**src/rtl/rgb_to_gray_seq.sv**
```systemverilog
// RGB to gray with one shared multiplier that the FSM steps over R, G, B. out_valid rises 3 edges after accept, one pixel per 4 cycles.
// in_ready is low while converting or while the held result is unconsumed; a result is swapped for a new pixel on the same edge.
module rgb_to_gray_seq #(
  parameter int unsigned M  = 8,
  parameter int unsigned N  = 8,
  parameter int unsigned CW = 8,
  parameter int unsigned CR = 77,
  parameter int unsigned CG = 150,
  parameter int unsigned CB = 29
) (
  input  logic         clk,
  input  logic         rst_n,
  input  logic         in_valid,
  output logic         in_ready,
  input  logic [M-1:0] r,
  input  logic [M-1:0] g,
  input  logic [M-1:0] b,
  output logic         out_valid,
  input  logic         out_ready,
  output logic [N-1:0] y,
  output logic         busy
);
  localparam int unsigned PW = M + CW;
  localparam int unsigned AW = M + CW + 2;
  localparam logic [CW-1:0] CR_C = CW'(CR);
  localparam logic [CW-1:0] CG_C = CW'(CG);
  localparam logic [CW-1:0] CB_C = CW'(CB);
  localparam logic [AW:0]   RND  = (AW+1)'(1) << (CW-1);
  localparam logic [AW:0]   YMAX = (AW+1)'({M{1'b1}});

  typedef enum logic [2:0] {IDLE, MR, MG, MB, OUT} state_t;

  state_t        state_q, state_d;
  logic [AW-1:0] acc_q, acc_d;
  logic [M-1:0]  r_q, r_d, g_q, g_d, b_q, b_d;
  logic [N-1:0]  y_q, y_d;
  logic          out_valid_q, out_valid_d;

  logic [CW-1:0] coef;
  logic [M-1:0]  opnd;
  logic [PW-1:0] prod;
  logic [AW-1:0] acc_base, sum;
  logic [AW:0]   s_rnd, yf;
  logic [M-1:0]  ysat;
  logic [N-1:0]  y_scaled;
  logic          in_xfer, out_xfer;

  assign in_ready  = (state_q == IDLE) | ((state_q == OUT) & out_ready);
  assign in_xfer   = in_valid & in_ready;
  assign out_xfer  = out_valid_q & out_ready;
  assign out_valid = out_valid_q;
  assign y         = y_q;
  assign busy      = (state_q != IDLE);

  // Shared multiplier: the state selects which channel and coefficient feed it.
  always_comb begin
    coef = '0;
    opnd = '0;
    case (state_q)
      MR:      begin coef = CR_C; opnd = r_q; end
      MG:      begin coef = CG_C; opnd = g_q; end
      MB:      begin coef = CB_C; opnd = b_q; end
      default: begin coef = '0;   opnd = '0;  end
    endcase
  end

  assign prod     = PW'(opnd) * PW'(coef);
  assign acc_base = (state_q == MR) ? '0 : acc_q;
  assign sum      = acc_base + AW'(prod);
  // Round half up, clamp to full channel range, then drop low bits for narrower outputs.
  assign s_rnd    = {1'b0, sum} + RND;
  assign yf       = s_rnd >> CW;
  assign ysat     = (yf > YMAX) ? {M{1'b1}} : yf[M-1:0];
  assign y_scaled = N'(ysat >> (M - N));

  always_comb begin
    state_d     = state_q;
    acc_d       = acc_q;
    r_d         = r_q;
    g_d         = g_q;
    b_d         = b_q;
    y_d         = y_q;
    out_valid_d = out_valid_q;
    case (state_q)
      IDLE: begin
        if (in_xfer) begin
          r_d     = r;
          g_d     = g;
          b_d     = b;
          state_d = MR;
        end
      end
      MR: begin
        acc_d   = sum;
        state_d = MG;
      end
      MG: begin
        acc_d   = sum;
        state_d = MB;
      end
      MB: begin
        acc_d       = sum;
        y_d         = y_scaled;
        out_valid_d = 1'b1;
        state_d     = OUT;
      end
      OUT: begin
        if (out_xfer) begin
          out_valid_d = 1'b0;
          if (in_xfer) begin
            r_d     = r;
            g_d     = g;
            b_d     = b;
            state_d = MR;
          end else begin
            state_d = IDLE;
          end
        end
      end
      default: state_d = IDLE;
    endcase
  end

  always_ff @(posedge clk or negedge rst_n) begin
    if (!rst_n) begin
      state_q     <= IDLE;
      acc_q       <= '0;
      r_q         <= '0;
      g_q         <= '0;
      b_q         <= '0;
      y_q         <= '0;
      out_valid_q <= 1'b0;
    end else begin
      state_q     <= state_d;
      acc_q       <= acc_d;
      r_q         <= r_d;
      g_q         <= g_d;
      b_q         <= b_d;
      y_q         <= y_d;
      out_valid_q <= out_valid_d;
    end
  end

endmodule

```
**config.mk**
```make
export PLATFORM = sky130hd
export DESIGN_NAME = rgb_to_gray_seq
export DESIGN_NICKNAME = d
export VERILOG_FILES = /design/src/rtl/rgb_to_gray_seq.sv
export SDC_FILE = /design/constraint.sdc
export NUM_CORES = 1
export LEC_CHECK = 0
export CAP_MARGIN = 20
export CORE_UTILIZATION = 50
export CTS_CLUSTER_SIZE = 28
export DETAILED_ROUTE_END_ITERATION = 10
export GPL_ROUTABILITY_DRIVEN = 1
export PLACE_DENSITY = 0.8
export REMOVE_ABC_BUFFERS = 1
export SYNTH_ARGS = -nofsm -noshare
export SYNTH_HDL_FRONTEND = slang
export SYNTH_SLANG_ARGS = --single-unit
```
**constraint.sdc**
```tcl
create_clock -name clk -period 8.6 [get_ports clk]
set_clock_uncertainty 0.15 [all_clocks]
set_input_delay 1.72 -clock clk [delete_from_list [all_inputs] [get_ports clk]]
set_output_delay 1.72 -clock clk [all_outputs]
set_load 0.01 [all_outputs]
```
---- Word level (Yosys, flattened, before mapping) ----
Cells that the tools add are included.
storage, ports and cells
  register bits ........................... 54
  input bits .............................. 28
  output and inout port bits .............. 11
  word-level logic and storage cells ...... 48
cells by class
  $add $sub $neg .......................... 2
  multipliers ............................. 1
  $lt $le $gt $ge ......................... 1
  eq/ne operators ......................... 6
  mux-type cells .......................... 19
  bitwise operators ....................... 4
  reduce and logical (&&, ||, !) cells .... 8
operators by type and width
  kind                                                                   count
  8-bit two-way mux                                                      7
  8-bit one-hot mux with 2 select lines                                  3
  8-bit one-hot mux with 3 select lines                                  2
  18-bit by 8-bit adder with 19-bit output, second input constant        1
  18-bit by 16-bit adder with 18-bit output                              1
  18-bit two-way mux                                                     1
  8-bit by 8-bit multiplier with 16-bit output                           1
  3-bit one-hot mux with 5 select lines                                  1
  11-bit by 8-bit > comparator with 1-bit output, second input constant  1
  3-bit by 2-bit equality test with 1-bit output, second input constant  2
  3-bit two-way mux                                                      2
  2-bit AND reduction                                                    3
  2-bit != test, second input constant                                   2
  2-bit nonzero test                                                     2
  1-bit bitwise AND                                                      3
  3-bit by 1-bit equality test with 1-bit output, second input constant  1
  3-bit equality test, second input constant                             1
  3-bit logical NOT                                                      1
  3-bit nonzero test                                                     1
  3-bit OR reduction                                                     1
  1-bit two-way mux                                                      2
  1-bit one-hot mux with 2 select lines                                  1
  1-bit bitwise OR                                                       1

---- Longest topological paths before layout ----
  depth after elaboration ................. 7
  mapped depth ............................ 24
  gate-level depth less buffers ........... 23

---- Worst setup path before layout ----
Ideal clock, no wire load.
  kind .................................... register to register
  start ................................... reg state_q[0]
  end ..................................... reg y_q[0], in the netlist y[0]
  library setup time ...................... 0.135 ns
  arrival ................................. 5.935 ns
  required time ........................... 8.315 ns
  path slack .............................. 2.380 ns
  cell stages (with the launch flop) ...... 23
  path buffers ............................ 3
  clock period less this slack ............ 6.220 ns
  cell sequence ........................... dfrtp_1 > clkbuf_1 > nor2b_1 > and2_1 > clkbuf_1 > clkbuf_1 > a21oi_1 > fa_1 > inv_1 > fa_1 > fa_1 > inv_1 > fa_1 > inv_1 > ha_1 > and3_1 > a221o_1 > a221oi_2 > xnor2_1 > nand4bb_4 > nor3_2 > mux2i_2 > a21oi_1
on the way
  longest elaborated chain between the ends .. 7
  elaborated cells between the ends (all ways) .. 11
  those cells by class .................... add/sub (2); mul (1); order compare (1); eq/ne (3); mux (4)
RTL lines
  element                                                                 line    text
  start: declaration                                                      33      state_t state_q, state_d;
  start signal: assignment                                                134     state_q <= state_d;
  3-bit by 2-bit equality test with 1-bit output (tied with other cells)  59, 84
  8-bit one-hot mux with 3 select lines                                   59      case (state_q)
  8-bit by 8-bit multiplier with 16-bit output                            67      assign prod = PW'(opnd) * PW'(coef);
  18-bit by 16-bit adder with 18-bit output                               69      assign sum = acc_base + AW'(prod);
  18-bit by 8-bit adder with 19-bit output                                71      assign s_rnd = {1'b0, sum} + RND;
  11-bit by 8-bit > comparator with 1-bit output                          73      assign ysat = (yf > YMAX) ? {M{1'b1}} : yf[M-1:0];
  8-bit two-way mux                                                       73
  end signal: assignment                                                  139     y_q <= y_d;
  end: declaration                                                        36      logic [N-1:0] y_q, y_d;
Parallel ways exist; a longest one is shown, timed or not.
A chain may end at the register's enable or synchronous reset.

---- Worst setup path in the final report ----
  start ................................... reg state_q[0]
  end ..................................... reg y_q[5], in the netlist y[5]
Same word-level chain as after synthesis.

==> metrics.csv <==
metric;value;unit
clk_pin_slew_worst_paths;0.10;ns
clk_path_buf_depth;2;
fin_util;0.5884;
nets;626;
synth_cells;476;
cts_root_buf;clkbuf_8;
synth.top_cells.by_area;dfrtp_1 (28%), fa_1 (17%), ha_1 (12%);
slowest_stage;and2_1;
seq_area_frac_synth;0.2805;
yosysWarnings;0;
grt_max_degree;55;
post_cts_buffers;0;
hold_path.class;reg -> reg;
maxCapViolCount;0;
cts_inserted_buffers;5;
wire_per_inst;15.67;um
area_growth_syn_to_layout;13.40;%
antenna_found_initial;0;
syn_area_per_cell;10.12;sq um
ys_async_sr_fraction;1.000;
synth_seq_cells;54;
relSlewSlack;0.4390;
place_hpwl;7939;um
drcViolationCount;0;
use_met2;0.3962;
start_util;0.5189;
finalInstanceArea;0.005463;sq mm
track_usage;0.2265;
synth_area_leader_cell;dfrtp_1;
firstDrtPassIters;4;
die_y;100.2;um
viasPerCell;5.255;
maxSlewViolCount;0;
grt_pass1_vias;3786;
die_width;100.2;um
worstSetupPathType;reg -> reg;
hold_ws;0.3322;ns
critPathMaxStageDelay;0.69;ns
grt_pass1_wl;17490;um
ys_types;53;
ant_nets;0;
rsz0062_at_grt;no;
synth_edf_count;0;
place.port_buffers;38;
period_share;0.8065;
netlist_area;0.004817;sq mm
worstMarginPinSlew;0.8415;ns
antennaDiodeCount;0;
vias;3358;
startpoint_type;register;
dpl_cell_area;0.005320;sq mm
post_cts_resized;0;
post-synth-top-count-cell;inv_1;
num_rows;35;
setup_violations;0;
grt_most_used_layer;met2;
fin_tns_setup;0;ns
postCtsHoldBufs;0;
critPathMostFrequentCell;fa_1;
gp_congestion;0.8531;
gr-usage-met3;0.03830;
cp.arrival;6.97;ns
fmax;144.2;MHz
coreArea;0.009284;sq mm
insertion_delay;0.32;ns
worstPathMaxFanout;22;
drt_iter0_drc;132;
die_area;0.01003;sq mm
critPathRequiredTime;8.64;ns
htree_levels;2;
path_cells;nor2b_1 > and2_1 > a21oi_1 > nor2b_1 > fa_1 > fa_1 > inv_1 > fa_1 > inv_1 > fa_1 > inv_1 > ha_1 > and3_1 > a221oi_4 > xnor2_1 > nand3_1 > or2_1 > nor3_2 > mux2i_2 > a21oi_1;
wirelength;10010;um
timing.final.crit_period;6.936;ns
tritoncts;done;
grt_use_met1;0.2826;
synth-main-ff-cell;dfrtp_1;
clock-sinks;54;
end_kind;register;
status;complete, no violations;
synth_top_area_share;0.2805;
synth_top_cells_by_count;inv_1 (81), dfrtp_1 (54), ha_1 (47), fa_1 (42), nand2_1 (36);
grt_overflow;0;
drive_gt1_frac;0.1137;
ios;39;
hold_violations;0;
worst paths after layout:
kind | from | endpoint | slack (ns) | depth (start not counted)
worst min register to register | acc_q[10]$_DFFE_PN0P_ | acc_q[10]$_DFFE_PN0P_ | 0.33 | 2
worst max-delay path | state_q[0]$_DFFE_PN0P_ | y[5]$_DFFE_PN0N_ | 1.66 | 20
min in group asynchronous | rst_n | state_q[1]$_DFFE_PN0P_ | 1.37 | 2
max in group asynchronous | rst_n | acc_q[11]$_DFFE_PN0P_ | 6.46 | 2
worst min-delay path | acc_q[10]$_DFFE_PN0P_ | acc_q[10]$_DFFE_PN0P_ | 0.33 | 2
worst max register to register | state_q[0]$_DFFE_PN0P_ | y[5]$_DFFE_PN0N_ | 1.66 | 20
area by class of cell:
class	instances	area (sq um)
fillers	800	3821
multi-input cells	327	3105
flip-flops and latches	54	1351
repair buffers	40	397.9
inverters	81	304.0
well taps	129	161.4
clock buffers	6	82.58
clock inverters	2	60.06
kinds of logic after synthesis:
logic type                 share of synthesized area
and+or+nand+nor                               0.1351
buffers and inverters                        0.07558
adders and majority gates                     0.2966
AOI/OAI and AO/OA                            0.09039
DFF                                           0.2805
muxes                                        0.08442
xor gates and xnor gates                     0.03740
cell usage in the layout, fill, tap and decap left out, drive strengths merged, types with 2 or more instances in the layout:
cell type,Yosys,final
a21oi,24,24
nand2b,9,9
xnor2,10,10
clkdlybuf4s50,0,37
nand2,36,36
mux2i,2,2
nand3,5,5
nor3,5,5
and3,5,5
ha,47,47
inv,81,81
xor2,7,7
a221oi,2,2
or2,3,3
nand4,2,2
mux2,34,34
a21o,9,9
o21a,2,2
o21bai,2,2
o21ai,11,11
nor2b,3,3
buf,1,3
fa,42,42
nor2,22,22
bufinv,0,2
and2,25,25
clkbuf,13,6
dfrtp,54,54
stage by stage:
step	instances	worst slack (ns)
4_1_cts	639	1.649
5_1_grt	639	1.118
3_3_place_gp	630	1.920
3_5_place_dp	631	1.691
6_report	639	1.664
2_1_floorplan	462	2.463
sequential cells by signal, indices dropped and copies added (netlist names):
signal and flops:
acc_q 18, b_q 8, g_q 8, out_valid 1, r_q 8, state_q 3, y 8
worst max-delay path: cells and delay by family (launching register included):
kind	cells	cell delay, ns
XOR/XNOR	1	0.28
buffers and inverters	3	0.16
adder cells (fa/ha/maj)	5	2.44
AND/OR/NAND/NOR	7	2.01
multiplexers	1	0.45
flip-flops	1	0.48
AO/OA/AOI/OAI	3	0.84
metal layers:
layer / vias to the layer above / part of all wire
met5: - / 0
li1: 1611 / -
met3: 17 / 0.033
met1: 1668 / 0.43
met4: 0 / 0.016
met2: 62 / 0.52
Power is left out: the tool's default activity adds up to more than one toggle a clock period on the data nets, which glitch-free logic cannot reach.
